[config.mk]
export PLATFORM = sky130hd
export DESIGN_NAME = simon_engine
export DESIGN_NICKNAME = d
export VERILOG_FILES = /design/src/rtl/simon_pkg.sv /design/src/rtl/simon_lfsr.sv /design/src/rtl/simon_engine.sv
export SDC_FILE = /design/constraint.sdc
export NUM_CORES = 1
export LEC_CHECK = 0
export ABC_AREA = 1
export BUFFER_PORTS_ARGS = -buffer_cell sky130_fd_sc_hd__clkbuf_2
export CAP_MARGIN = 20
export CORE_UTILIZATION = 45
export DETAILED_ROUTE_END_ITERATION = 8
export GPL_ROUTABILITY_DRIVEN = 0
export SYNTH_ARGS = -nofsm -noshare
export SYNTH_HDL_FRONTEND = slang
export SYNTH_SLANG_ARGS = --single-unit
export TNS_END_PERCENT = 1
[constraint.sdc]
create_clock -name clk -period 7.5 [get_ports clk]
set_input_delay 0.75 -clock clk [delete_from_list [all_inputs] [get_ports clk]]
set_output_delay 0.75 -clock clk [all_outputs]
set_load 0.03 [all_outputs]
[src/rtl/simon_pkg.sv]
// Shared types and constants for the Simon-Says game engine.
package simon_pkg;

    typedef enum logic [3:0] {
        IDLE,
        EXTEND,
        SHOW_ON,
        SHOW_OFF,
        WAIT_IN,
        WAIT_REL,
        GAP,
        WIN,
        LOSE
    } state_t;

    localparam logic [15:0] LFSR_TAPS    = 16'hB400;
    localparam logic [15:0] LFSR_DEFAULT = 16'hACE1;

    // One-hot decode of a button index; callers truncate to their button count.
    function automatic logic [15:0] onehot(input logic [3:0] idx);
        return 16'h0001 << idx;
    endfunction

endpackage

[src/rtl/simon_lfsr.sv]
// 16-bit right-shifting Galois LFSR with seed load and advance enables.
module simon_lfsr
    import simon_pkg::*;
#(
    parameter int OUT_W = 2
) (
    input  logic             clk,
    input  logic             rst,
    input  logic             load_i,
    input  logic [15:0]      seed_i,
    input  logic             advance_i,
    output logic [OUT_W-1:0] next_elem_o
);

    logic [15:0] lfsr_q;
    logic [15:0] lfsr_d;

    // Next LFSR value: shift right, fold taps in when the outgoing bit is set.
    always_comb begin
        lfsr_d = lfsr_q >> 1;
        if (lfsr_q[0]) begin
            lfsr_d = (lfsr_q >> 1) ^ LFSR_TAPS;
        end
    end

    // LFSR register: reset/zero seed fall back to the default state.
    always_ff @(posedge clk) begin
        if (rst) begin
            lfsr_q <= LFSR_DEFAULT;
        end else if (load_i) begin
            lfsr_q <= (seed_i == 16'h0000) ? LFSR_DEFAULT : seed_i;
        end else if (advance_i) begin
            lfsr_q <= lfsr_d;
        end
    end

    // The element appended in EXTEND is taken from the post-advance value.
    assign next_elem_o = lfsr_d[OUT_W-1:0];

endmodule

[src/rtl/simon_engine.sv]
// Simon-Says engine: grows a random sequence, plays it on LEDs, checks presses.
module simon_engine
    import simon_pkg::*;
#(
    parameter int N_BUTTONS     = 4,
    parameter int MAX_LEN       = 32,
    parameter int ON_TICKS      = 2,
    parameter int OFF_TICKS     = 1,
    parameter int TIMEOUT_TICKS = 8,
    localparam int IW = (N_BUTTONS > 1) ? $clog2(N_BUTTONS) : 1,
    localparam int LW = $clog2(MAX_LEN + 1)
) (
    input  logic                 clk,
    input  logic                 rst,
    input  logic                 tick,
    input  logic                 start,
    input  logic [15:0]          seed,
    input  logic [N_BUTTONS-1:0] btn,
    output logic [N_BUTTONS-1:0] leds,
    output logic                 is_player,
    output logic                 correct,
    output logic                 wrong,
    output logic                 won,
    output logic                 game_over,
    output logic [LW-1:0]        level
);

    localparam int AW   = (MAX_LEN > 1) ? $clog2(MAX_LEN) : 1;
    localparam int CM1  = (ON_TICKS > OFF_TICKS) ? ON_TICKS : OFF_TICKS;
    localparam int CMAX = (CM1 > TIMEOUT_TICKS) ? CM1 : TIMEOUT_TICKS;
    localparam int CW   = $clog2(CMAX + 1);

    localparam logic [CW-1:0] ON_LAST   = CW'(ON_TICKS - 1);
    localparam logic [CW-1:0] OFF_LAST  = CW'(OFF_TICKS - 1);
    localparam logic [CW-1:0] TO_LAST   = CW'(TIMEOUT_TICKS - 1);
    localparam logic [LW-1:0] MAX_LEVEL = LW'(MAX_LEN);

    state_t                 state_q;
    logic [LW-1:0]          level_q;
    logic [LW-1:0]          idx_q;
    logic [CW-1:0]          cnt_q;
    logic                   armed_q;
    logic [N_BUTTONS-1:0]   leds_q;
    logic                   is_player_q;
    logic                   correct_q;
    logic                   wrong_q;
    logic                   won_q;
    logic                   game_over_q;
    logic [IW-1:0]          seq_q [MAX_LEN];

    logic [IW-1:0]          new_elem;
    logic [LW-1:0]          idx_inc;
    logic [N_BUTTONS-1:0]   exp_mask;
    logic [N_BUTTONS-1:0]   first_mask;
    logic [N_BUTTONS-1:0]   next_show_mask;
    logic                   accept_start;
    logic                   advance;

    assign idx_inc        = idx_q + 1'b1;
    assign exp_mask       = N_BUTTONS'(onehot(4'(seq_q[idx_q[AW-1:0]])));
    assign next_show_mask = N_BUTTONS'(onehot(4'(seq_q[idx_inc[AW-1:0]])));
    // On the first round seq[0] is being written this cycle, so bypass it.
    assign first_mask     = (level_q == '0) ? N_BUTTONS'(onehot(4'(new_elem)))
                                            : N_BUTTONS'(onehot(4'(seq_q[0])));
    assign accept_start   = start && ((state_q == IDLE) || (state_q == WIN) || (state_q == LOSE));
    assign advance        = (state_q == EXTEND);

    simon_lfsr #(
        .OUT_W(IW)
    ) u_lfsr (
        .clk        (clk),
        .rst        (rst),
        .load_i     (accept_start),
        .seed_i     (seed),
        .advance_i  (advance),
        .next_elem_o(new_elem)
    );

    // Sequence store: append the fresh element at the current length.
    always_ff @(posedge clk) begin
        if (!rst && state_q == EXTEND) begin
            seq_q[level_q[AW-1:0]] <= new_elem;
        end
    end

    // Game FSM with registered outputs updated on each transition.
    always_ff @(posedge clk) begin
        if (rst) begin
            state_q     <= IDLE;
            level_q     <= '0;
            idx_q       <= '0;
            cnt_q       <= '0;
            armed_q     <= 1'b0;
            leds_q      <= '0;
            is_player_q <= 1'b0;
            correct_q   <= 1'b0;
            wrong_q     <= 1'b0;
            won_q       <= 1'b0;
            game_over_q <= 1'b0;
        end else begin
            correct_q <= 1'b0;
            wrong_q   <= 1'b0;
            case (state_q)
                IDLE, WIN, LOSE: begin
                    if (start) begin
                        state_q     <= EXTEND;
                        level_q     <= '0;
                        idx_q       <= '0;
                        cnt_q       <= '0;
                        won_q       <= 1'b0;
                        game_over_q <= 1'b0;
                    end
                end
                EXTEND: begin
                    level_q <= level_q + 1'b1;
                    idx_q   <= '0;
                    cnt_q   <= '0;
                    leds_q  <= first_mask;
                    state_q <= SHOW_ON;
                end
                SHOW_ON: begin
                    if (tick) begin
                        if (cnt_q == ON_LAST) begin
                            cnt_q   <= '0;
                            leds_q  <= '0;
                            state_q <= SHOW_OFF;
                        end else begin
                            cnt_q <= cnt_q + 1'b1;
                        end
                    end
                end
                SHOW_OFF: begin
                    if (tick) begin
                        if (cnt_q == OFF_LAST) begin
                            cnt_q <= '0;
                            if (idx_inc < level_q) begin
                                idx_q   <= idx_inc;
                                leds_q  <= next_show_mask;
                                state_q <= SHOW_ON;
                            end else begin
                                idx_q       <= '0;
                                armed_q     <= 1'b0;
                                is_player_q <= 1'b1;
                                state_q     <= WAIT_IN;
                            end
                        end else begin
                            cnt_q <= cnt_q + 1'b1;
                        end
                    end
                end
                WAIT_IN: begin
                    if (btn == '0) begin
                        armed_q <= 1'b1;
                    end
                    // A multi-press can never equal a one-hot mask, so one compare covers both loss cases.
                    if (armed_q && btn != '0) begin
                        if (btn == exp_mask) begin
                            state_q <= WAIT_REL;
                        end else begin
                            state_q     <= LOSE;
                            wrong_q     <= 1'b1;
                            game_over_q <= 1'b1;
                            is_player_q <= 1'b0;
                        end
                    end else if (btn == '0 && tick) begin
                        if (cnt_q == TO_LAST) begin
                            state_q     <= LOSE;
                            wrong_q     <= 1'b1;
                            game_over_q <= 1'b1;
                            is_player_q <= 1'b0;
                            cnt_q       <= '0;
                        end else begin
                            cnt_q <= cnt_q + 1'b1;
                        end
                    end
                end
                WAIT_REL: begin
                    if (btn == '0) begin
                        idx_q <= idx_inc;
                        cnt_q <= '0;
                        if (idx_inc == level_q) begin
                            correct_q   <= 1'b1;
                            is_player_q <= 1'b0;
                            if (level_q == MAX_LEVEL) begin
                                won_q   <= 1'b1;
                                state_q <= WIN;
                            end else begin
                                state_q <= GAP;
                            end
                        end else begin
                            armed_q <= 1'b0;
                            state_q <= WAIT_IN;
                        end
                    end else if (btn != exp_mask) begin
                        state_q     <= LOSE;
                        wrong_q     <= 1'b1;
                        game_over_q <= 1'b1;
                        is_player_q <= 1'b0;
                    end
                end
                GAP: begin
                    if (tick) begin
                        if (cnt_q == OFF_LAST) begin
                            cnt_q   <= '0;
                            state_q <= EXTEND;
                        end else begin
                            cnt_q <= cnt_q + 1'b1;
                        end
                    end
                end
                default: begin
                    state_q <= IDLE;
                end
            endcase
        end
    end

    assign leds      = leds_q;
    assign is_player = is_player_q;
    assign correct   = correct_q;
    assign wrong     = wrong_q;
    assign won       = won_q;
    assign game_over = game_over_q;
    assign level     = level_q;

endmodule

== After elaboration in Yosys (flattened, before gate mapping) ==
Memory sizes are Yosys's and may differ from the RTL's. A register that Yosys moved wholly into a read port is not among the register bits.
Index checks and enable logic that the tools add are counted.
Word-level totals
  register bits after elaboration: 46
  RAM bits: 64
  input bits: 24
  output and inout port bits: 15
  word-level logic and storage cells: 182
  memories: 1
Cells by class
  add/sub/neg operators: 3
  $lt $le $gt $ge: 1
  eq/ne operators: 38
  shifts and indexed selects: 4
  muxes and demuxes: 87
  bitwise logic cells: 3
  reduce and logical (&&, ||, !) cells: 33
Memory list
  seq_q: depth 32, width 2, rd ports 3, clocked after memory_dff 1, write ports 1, line simon_engine.sv:49  | logic [IW-1:0] seq_q [MAX_LEN];
Operators with widths (count)
  $mux 4: 29
  $mux 16: 4
  $mux 1: 36
  $ne 2x2->1 const B: 18
  $mux 6: 5
  $pmux 4 s7: 1
  $pmux 4 s6: 1
  $pmux 6 s4: 1
  $reduce_and 7->1: 3
  $eq 4x3->1 const B: 5
  $logic_not 16->1: 1
  $shl 1x2->4 const A: 4
  $ne 3x3->1 const B: 5
  $add 6x1->6 const B: 2
  $logic_not 4->1: 3
  $pmux 4 s3: 1
  $pmux 6 s2: 1
  $mux 5: 2
  $reduce_and 10->1: 1
  $reduce_and 5->1: 2
  $pmux 1 s3: 3
  $reduce_and 9->1: 1
  $reduce_bool 3->1: 3
  $eq 4x1->1 const B: 2
  24 further kinds: 35

== Depth between registers and ports, before layout ==
Gate-level depths: netlist (run 1).
  depth after elaboration: 8
  gate-level depth with buffers: 19
  depth with buffers taken out: 17

== Hierarchy ==
From an unflattened synthesis (run 1), not the netlist that was laid out.
Unflattened totals
  cells, all modules: 820
  area total of the unflattened synthesis: 6346.1 µm²
Modules (own cells, without submodules)
  simon_engine: times used 1, cells an instance 685, area each 5455.2 µm², sequential area each 2622.5 µm²
  simon_lfsr: times used 1, cells an instance 135, area each 890.9 µm², sequential area each 320.3 µm²

== Worst setup path after synthesis (run 1) ==
OpenSTA, ideal clock, no wires.
  path type: reg2reg
  start point: register idx_q[0]
  end point: register is_player_q (netlist: is_player)
  library setup time: 0.116 ns
  arrival time: 2.260 ns
  data required time: 7.384 ns
  slack: 5.125 ns
  stages on the path, launching flop included: 17
  buffers on the path: 1
  clock period less this slack: 2.375 ns
  cells stage by stage: dfxtp_1 -> buf_2 -> nand3_1 -> xor2_1 -> inv_1 -> ha_1 -> nand4_1 -> inv_1 -> o21ai_0 -> o211ai_1 -> inv_1 -> nor2_1 -> nor2_1 -> a211oi_1 -> nand4_1 -> nand2_1 -> nor2_1
On the way
  longest elaborated chain between the ends: 4
  elaborated cells on any way between the ends: 6
  those cells by class: 1 x add/sub; 1 x order compare; 3 x eq/ne; 1 x reduce/logical
Ends and longest elaborated chain
  from (decl): line simon_engine.sv:40  | logic [LW-1:0] idx_q;
  from (signal assigned): line simon_engine.sv:137  | idx_q <= idx_inc;
  from (signal assigned): line simon_engine.sv:179  | idx_q <= idx_inc;
  $add 6x1->6 (*): line simon_engine.sv:59  | assign idx_inc = idx_q + 1'b1;
  $lt 6x6->1 / $eq 6x6->1 (equally long branches): line simon_engine.sv:136, simon_engine.sv:181
  $ne 2x2->1 (no source line) / $ne 3x3->1 (equally long branches)
  $reduce_and 9->1 (no source line) (*)
  to (signal assigned): line simon_engine.sv:143  | is_player_q <= 1'b1;
  to (signal assigned): line simon_engine.sv:163  | is_player_q <= 1'b0;
  to (signal assigned): line simon_engine.sv:170  | is_player_q <= 1'b0;
  to (decl): line simon_engine.sv:44  | logic is_player_q;
Every way passes the cells marked *; elsewhere a longest branch is shown, timed or not.
A chain may end at the register's enable or synchronous reset.

== Worst setup path after layout (run 1) ==
  start point: register idx_q[0]
  end point: register leds_q[3] (netlist: leds[3])
On the way
  longest elaborated chain between the ends: 7
  elaborated cells on any way between the ends: 10
  those cells by class: 1 x add/sub; 1 x order compare; 1 x eq/ne; 1 x shift; 4 x mux; 1 x reduce/logical; 1 x memory
Ends and longest elaborated chain
  $add 6x1->6 (*): line simon_engine.sv:59
  $mem_v2 32x2
  $shl 1x2->4: line simon_pkg.sv:21  | return 16'h0001 << idx;
  $mux 4: line simon_engine.sv:136  | if (idx_inc < level_q) begin
  $mux 4: line simon_engine.sv:134  | if (cnt_q == OFF_LAST) begin
  $mux 4: line simon_engine.sv:133  | if (tick) begin
  $pmux 4 s3: line simon_engine.sv:103  | case (state_q)
  to (signal assigned): line simon_engine.sv:118  | leds_q <= first_mask;
  to (signal assigned): line simon_engine.sv:138  | leds_q <= next_show_mask;
  to (decl): line simon_engine.sv:43  | logic [N_BUTTONS-1:0] leds_q;
Every way passes the cells marked *; elsewhere a longest branch is shown, timed or not. The select of a mux whose other input is x is not followed.

==> results of run 1 <==
layout make-up:
type / count / area share [%]
sequential: 115 / 41.3
multi-input combinational: 558 / 40.0
clock buffer: 21 / 7.22
inverter: 67 / 3.60
timing repair buffer: 42 / 3.09
tap: 176 / 3.09
clock inverter: 11 / 1.63
Yosys cell counts, types with 2 or more instances:
| cell | count | area [sq um] |
|---|---|---|
| inv_4 | 2 | 12.5 |
| nor4_1 | 5 | 31.3 |
| nand3_1 | 79 | 395 |
| a211oi_1 | 4 | 30.0 |
| edfxtp_1 | 64 | 1920 |
| nor3_1 | 6 | 30.0 |
| xor2_1 | 3 | 26.3 |
| o211ai_1 | 21 | 158 |
| buf_4 | 5 | 37.5 |
| nand3b_1 | 2 | 15.0 |
| buf_2 | 10 | 50.1 |
| dfxtp_1 | 51 | 1020 |
| a21oi_1 | 30 | 150 |
| inv_2 | 11 | 41.3 |
| nor2_4 | 2 | 22.5 |
| o21ai_0 | 51 | 255 |
| ha_1 | 14 | 175 |
| buf_6 | 5 | 56.3 |
| nand2_1 | 169 | 634 |
| o221ai_1 | 11 | 96.3 |
| o32ai_1 | 2 | 17.5 |
| o21ai_1 | 4 | 20.0 |
| mux2i_1 | 4 | 40.0 |
| o22ai_1 | 2 | 12.5 |
| nand3_2 | 3 | 30.0 |
| a31oi_1 | 4 | 25.0 |
| nand4_1 | 8 | 50.1 |
| clkbuf_1 | 12 | 45.0 |
| inv_1 | 53 | 199 |
| nand2_2 | 2 | 12.5 |
| nor2_2 | 5 | 31.3 |
| a21oi_2 | 2 | 17.5 |
| nor2_1 | 110 | 413 |
stage by stage:
| stage | instances | power (uW) |
|---|---|---|
| after CTS | 990 | 2200 |
| final | 990 | 2190 |
| after floorplan | 772 | 1210 |
| after global placement | 958 | 1340 |
| after detailed placement | 958 | 1350 |
| after global routing | 990 | 2300 |
sequential cells by signal, summed over array words and instances, names as in the netlist, named ones only:
name	cells
leds	4
idx_q	6
correct	1
state_q	4
is_player	1
seq_q	64
armed_q	1
u_lfsr.lfsr_q	16
cnt_q	4
game_over	1
won	1
wrong	1
level	6
kinds of logic (layout without fill, tap and decap cells):
kind of cell	count (synthesis)	in the layout	share of synthesized area (%)
simple gates	398	398	27.8
compound gates	137	137	13.5
flops	115	115	47.2
buf+inv	99	141	7.14
fa+ha+maj	14	14	2.81
xor+xnor	5	5	0.823
mux	4	4	0.642
worst max-delay path, stage by stage (launching register included):
cell      delay [ns]
dfxtp_1         0.31
buf_4           0.34
ha_1            0.29
xor2_2          0.68
ha_1            0.37
nand4_1         0.08
inv_1           0.05
o21ai_0         0.07
o211ai_1        0.11
inv_1           0.08
nor2_1          0.05
inv_1           0.09
nand2_1         0.13
nor3_1          0.27
nand2_1         0.09
a21oi_1         0.14
report_power, final:
part	internal [uW]	leakage (uW)	switching, uW
logic	157	0.00151	380
registers	768	0.00100	42.6
clock network	555	0.000311	290
total	1480	0.00282	713
placed cells by master (no fill, tap or decap), types with 8 or more instances in the layout:
cell       synthesis  final
nor2_1           110    110
edfxtp_1          64     64
clkbuf_16          0     20
nand2_1          169    169
inv_1             53     53
ha_1              14     14
a21oi_1           30     30
o221ai_1          11     11
nand3_1           79     79
o21ai_0           51     51
inv_2             11     11
dfxtp_1           51     51
clkbuf_2           0     38
o211ai_1          21     21
nand4_1            8      8
layer usage:
layer  wire length [microns]  vias up  track usage (%)
met3                    1170       36             4.71
met4                     411        0             11.7
met1                    7290     2644             32.4
li1                        -     2717                -
met2                    7690      248             38.2
met5                       0        -                0
path summary, 6_finish.rpt:
| kind | startpoint | endpoint | slack (ns) | cells past startpoint |
|---|---|---|---|---|
| hold reg to reg | game_over | game_over | 0.46 | 2 |
| setup / recovery | idx_q[0] | leds[3] | 4.28 | 15 |
| setup reg to reg | idx_q[0] | leds[3] | 4.28 | 15 |
| hold / removal | game_over | game_over | 0.46 | 2 |
==> results.cfg, run 1 <==
[timing]
grt_setup_unrepaired = false
worst_pin_slew_ns = 0.979
setup_viol = 0
fin_ws_ns = 4.28
slew_viol_final = 0
period_needed_ns = 3.22
final.period_utilization_pct = 43.0
relSlewSlack_pct = 34.8
holdWs_ns = 0.459
setup_tns_ns = 0
timing.fmax_mhz = 310
skew_ns = 0.00961
hold_viol = 0

[power_and_ir_drop]
ir_drop_v = 0.000177
powerDensity_mw_per_mm2 = 308
p_leak_uw = 0.00282

[clock_tree]
cts_setup_buffers = 0
clk_pin_slew_ns = 0.06
cts_hold_buffers = 0
cts_buffers = 17
cts_tree = done
h-tree-depth = 4
clock_path_buffers = 2
cts_resized = 0
clock-sinks = 115
insertion_delay_ns = 0.43
root_buffer = clkbuf_16

[detailed_routing]
wl_per_cell_microns = 16.7
drc = 0
dr.pass1.iters = 5
drt_wl_total_microns = 16600
vias_per_cell = 5.70
ant_nets = 0
drt-initial-drc-count = 568
vias = 5645

[floorplanning]
die_h_microns = 120
die_area_sq_mm = 0.0143
num_rows = 42
die_x_microns = 120
boundaryPins = 39
core_area_sq_mm = 0.0134
start_util_pct = 46.5

[synth]
synth.distinct_cells = 49
synthArstFlopShare_pct = 0
yosys_warnings = 0
synth_area_sq_mm = 0.00624
synth_nets = 810
yosysSeqAreaShare_pct = 47.2
avgSynthCellArea_sq_um = 8.08
yosys_register_bits = 115
synth-edff-count = 64
synth_ff_type = edfxtp_1
syn_inst = 772

[final_layout]
finish.utilization_pct = 53.1
fin_nets = 839
design_area_sq_mm = 0.00712
drive_gt1_share_pct = 13.4
area_growth_pct = 14.1
antenna_cells = 0
nFillCells = 1255
area.sequential_sq_mm = 0.00294
multi_input_area_sq_mm = 0.00285

[job]
maxCapViolations = 0

[status]
status = complete, no violations

[setup_path]
worst_setup_path_start_kind = flop
crit_fanout = 38
cp.arrival_ns = 3.57
cp_data_required_time_ns = 7.85
path_class = reg -> reg
crit_path_end_kind = flop

[grt]
grt_pass1_wl_microns = 26600
grt_max_degree = 39
overflow = 0
grt_pass1_vias = 5307
antenna_found_initial = 0
gr-usage-all-layers_pct = 24.4

[placed_design]
place_area_sq_mm = 0.00649
portBuffers = 38
dpl.hpwl_microns = 11600
preCtsSetupSlack_ns = 4.33

[min_path]
hp-class = reg -> reg
No activity file was read; power rests on OpenSTA's default activity.
==> run 2: changes to the inputs <==
ABC_AREA = 0   (was 1)
clock period = 3.21 ns   (was 7.5 ns; I/O delays follow)
==> results.cfg, run 2 <==
[status]
status = complete, no violations

[detailed_routing]
drt_wl_total_microns = 14700
ant_nets = 0
vias_per_cell = 5.89
drc = 0
dr.pass1.iters = 5
drt-initial-drc-count = 430
wl_per_cell_microns = 18.6
vias = 4646

[synth]
synth.distinct_cells = 60
avgSynthCellArea_sq_um = 11.0
synth-edff-count = 64
yosysSeqAreaShare_pct = 48.3
synth_nets = 593
synth_top_cell_by_area = edfxtp_1
synth_common_cells = 84 x nor2_1, 64 x edfxtp_1, 51 x dfxtp_1
synth_ff_type = edfxtp_1
synth_area_leaders = edfxtp_1 32%, dfxtp_1 17%, mux4_2 8.5%
synth_area_sq_mm = 0.00609
syn_inst = 555
synth_top_area_share_pct = 31.6
synthArstFlopShare_pct = 0
yosys_warnings = 0
yosysMostFrequentCell = nor2_1
yosys_register_bits = 115

[clock_tree]
clock_path_buffers = 2
cts_buffers = 17
root_buffer = clkbuf_16
cts_resized = 0
cts_setup_buffers = 0
h-tree-depth = 4
clock-sinks = 115
clk_pin_slew_ns = 0.06
insertion_delay_ns = 0.42
cts_tree = done
cts_hold_buffers = 0

[min_path]
hp-class = in -> reg

[floorplanning]
die_x_microns = 118
core_area_sq_mm = 0.0132
die_area_sq_mm = 0.0140
die_h_microns = 118
start_util_pct = 46.0
num_rows = 42
boundaryPins = 39

[timing]
skew_ns = 0.00796
timing.fmax_mhz = 339
hold_viol = 0
setup_tns_ns = 0
grt_setup_unrepaired = false
slew_viol_final = 0
relSlewSlack_pct = 49.3
worst_pin_slew_ns = 0.758
period_needed_ns = 2.95
final.period_utilization_pct = 91.8
setup_viol = 0

[setup_path]
crit_fanout = 14
path_class = reg -> reg
cp.arrival_ns = 3.31
crit_path_end_kind = flop
cp_data_required_time_ns = 3.57
worst_setup_path_start_kind = flop

[final_layout]
area_growth_pct = 17.0
final_cell_mix = 84 x nor2_1, 64 x edfxtp_1, 51 x dfxtp_1, 41 x nand2_1, 38 x clkbuf_2
nFillCells = 1175
fin_nets = 638
largest_reg_flops = 64
antenna_cells = 0
final_common_cell = nor2_1
finish.utilization_pct = 53.8
drive_gt1_share_pct = 19.1

[job]
maxCapViolations = 0

[grt]
antenna_found_initial = 0
overflow = 0
grt_pass1_wl_microns = 23800
gr-usage-all-layers_pct = 22.6
grt_pass1_vias = 4557
grt_max_degree = 35

[power_and_ir_drop]
ir_drop_v = 0.000398
powerDensity_mw_per_mm2 = 737
p_leak_uw = 0.00264
total_power_uw = 5250

[placed_design]
portBuffers = 38
dpl.hpwl_microns = 10300
run 2: cell count changes after synthesis, moves of 9 or more:
cell	delta
nor2_1	-26
o21ai_0	-25
mux4_2	+23
o211ai_1	-18
mux2i_1	+19
nand3_1	-59
inv_2	-10
mux4_1	+9
o221ai_1	-9
nand2_1	-128
inv_1	-35
run 2: routing by layer:
metal	global-route usage (%)	wire, microns	vias to the layer above
met4	8.25	265	0
met3	6.90	921	18
met1	30.2	6710	2262
met5	0	0	-
li1	-	-	2193
met2	34.5	6820	173
run 2: layout make-up:
class	count	area (sq um)	area share [%]
multi-input combinational	396	2950	41.4
sequential	115	2940	41.3
clock buffer	18	429	6.02
timing repair buffer	51	300	4.21
tap	176	220	3.09
clock inverter	14	209	2.93
inverter	19	71.3	1.00
run 2: power breakdown:
part	total, uW	internal, uW	switching, uW
Combinational	1280	441	838
Clock	2040	1370	673
Sequential	1920	1780	146
Total	5250	3590	1660
run 2: worst paths after layout:
path	startpoint	endpoint	slack (ns)	cells past startpoint
hold reg to reg	won	won	0.46	2
setup reg to reg	idx_q[1]	leds[0]	0.26	10
hold / removal	seed[10]	u_lfsr.lfsr_q[10]	0.14	3
setup / recovery	idx_q[1]	leds[0]	0.26	10
run 2: cell families (layout without fill, tap and decap cells):
| kind of cell | after synthesis | count (layout) | share of synthesized area [%] |
|---|---|---|---|
| AOI/OAI and AO/OA | 114 | 114 | 12.0 |
| xor gates and xnor gates | 10 | 10 | 1.56 |
| adders and majority gates | 14 | 14 | 2.88 |
| buffers and inverters | 44 | 102 | 3.21 |
| DFF | 115 | 115 | 48.3 |
| muxes | 58 | 58 | 16.7 |
| and+or+nand+nor | 200 | 200 | 15.3 |
run 2: critical path, stage by stage, from the launching register on:
cell,delay (ns)
dfxtp_1,0.33
ha_1,0.47
buf_12,0.21
mux4_2,0.51
mux2i_1,0.25
mux2i_1,0.11
mux2_2,0.29
a21oi_1,0.19
nor4b_2,0.30
a22oi_1,0.12
nor2_1,0.09
run 2: per-stage QoR:
step           instances  hold slack (ns)  setup slack (ns)  instance area, sq um
5_1_grt              789            0.155             0.114                  7120
3_5_place_dp         757            0.452             0.306                  6490
2_1_floorplan        555            0.433             0.508                  6090
6_report             789            0.142             0.262                  7120
3_3_place_gp         757            0.447             0.339                  6490
4_1_cts              789            0.132             0.289                  7120
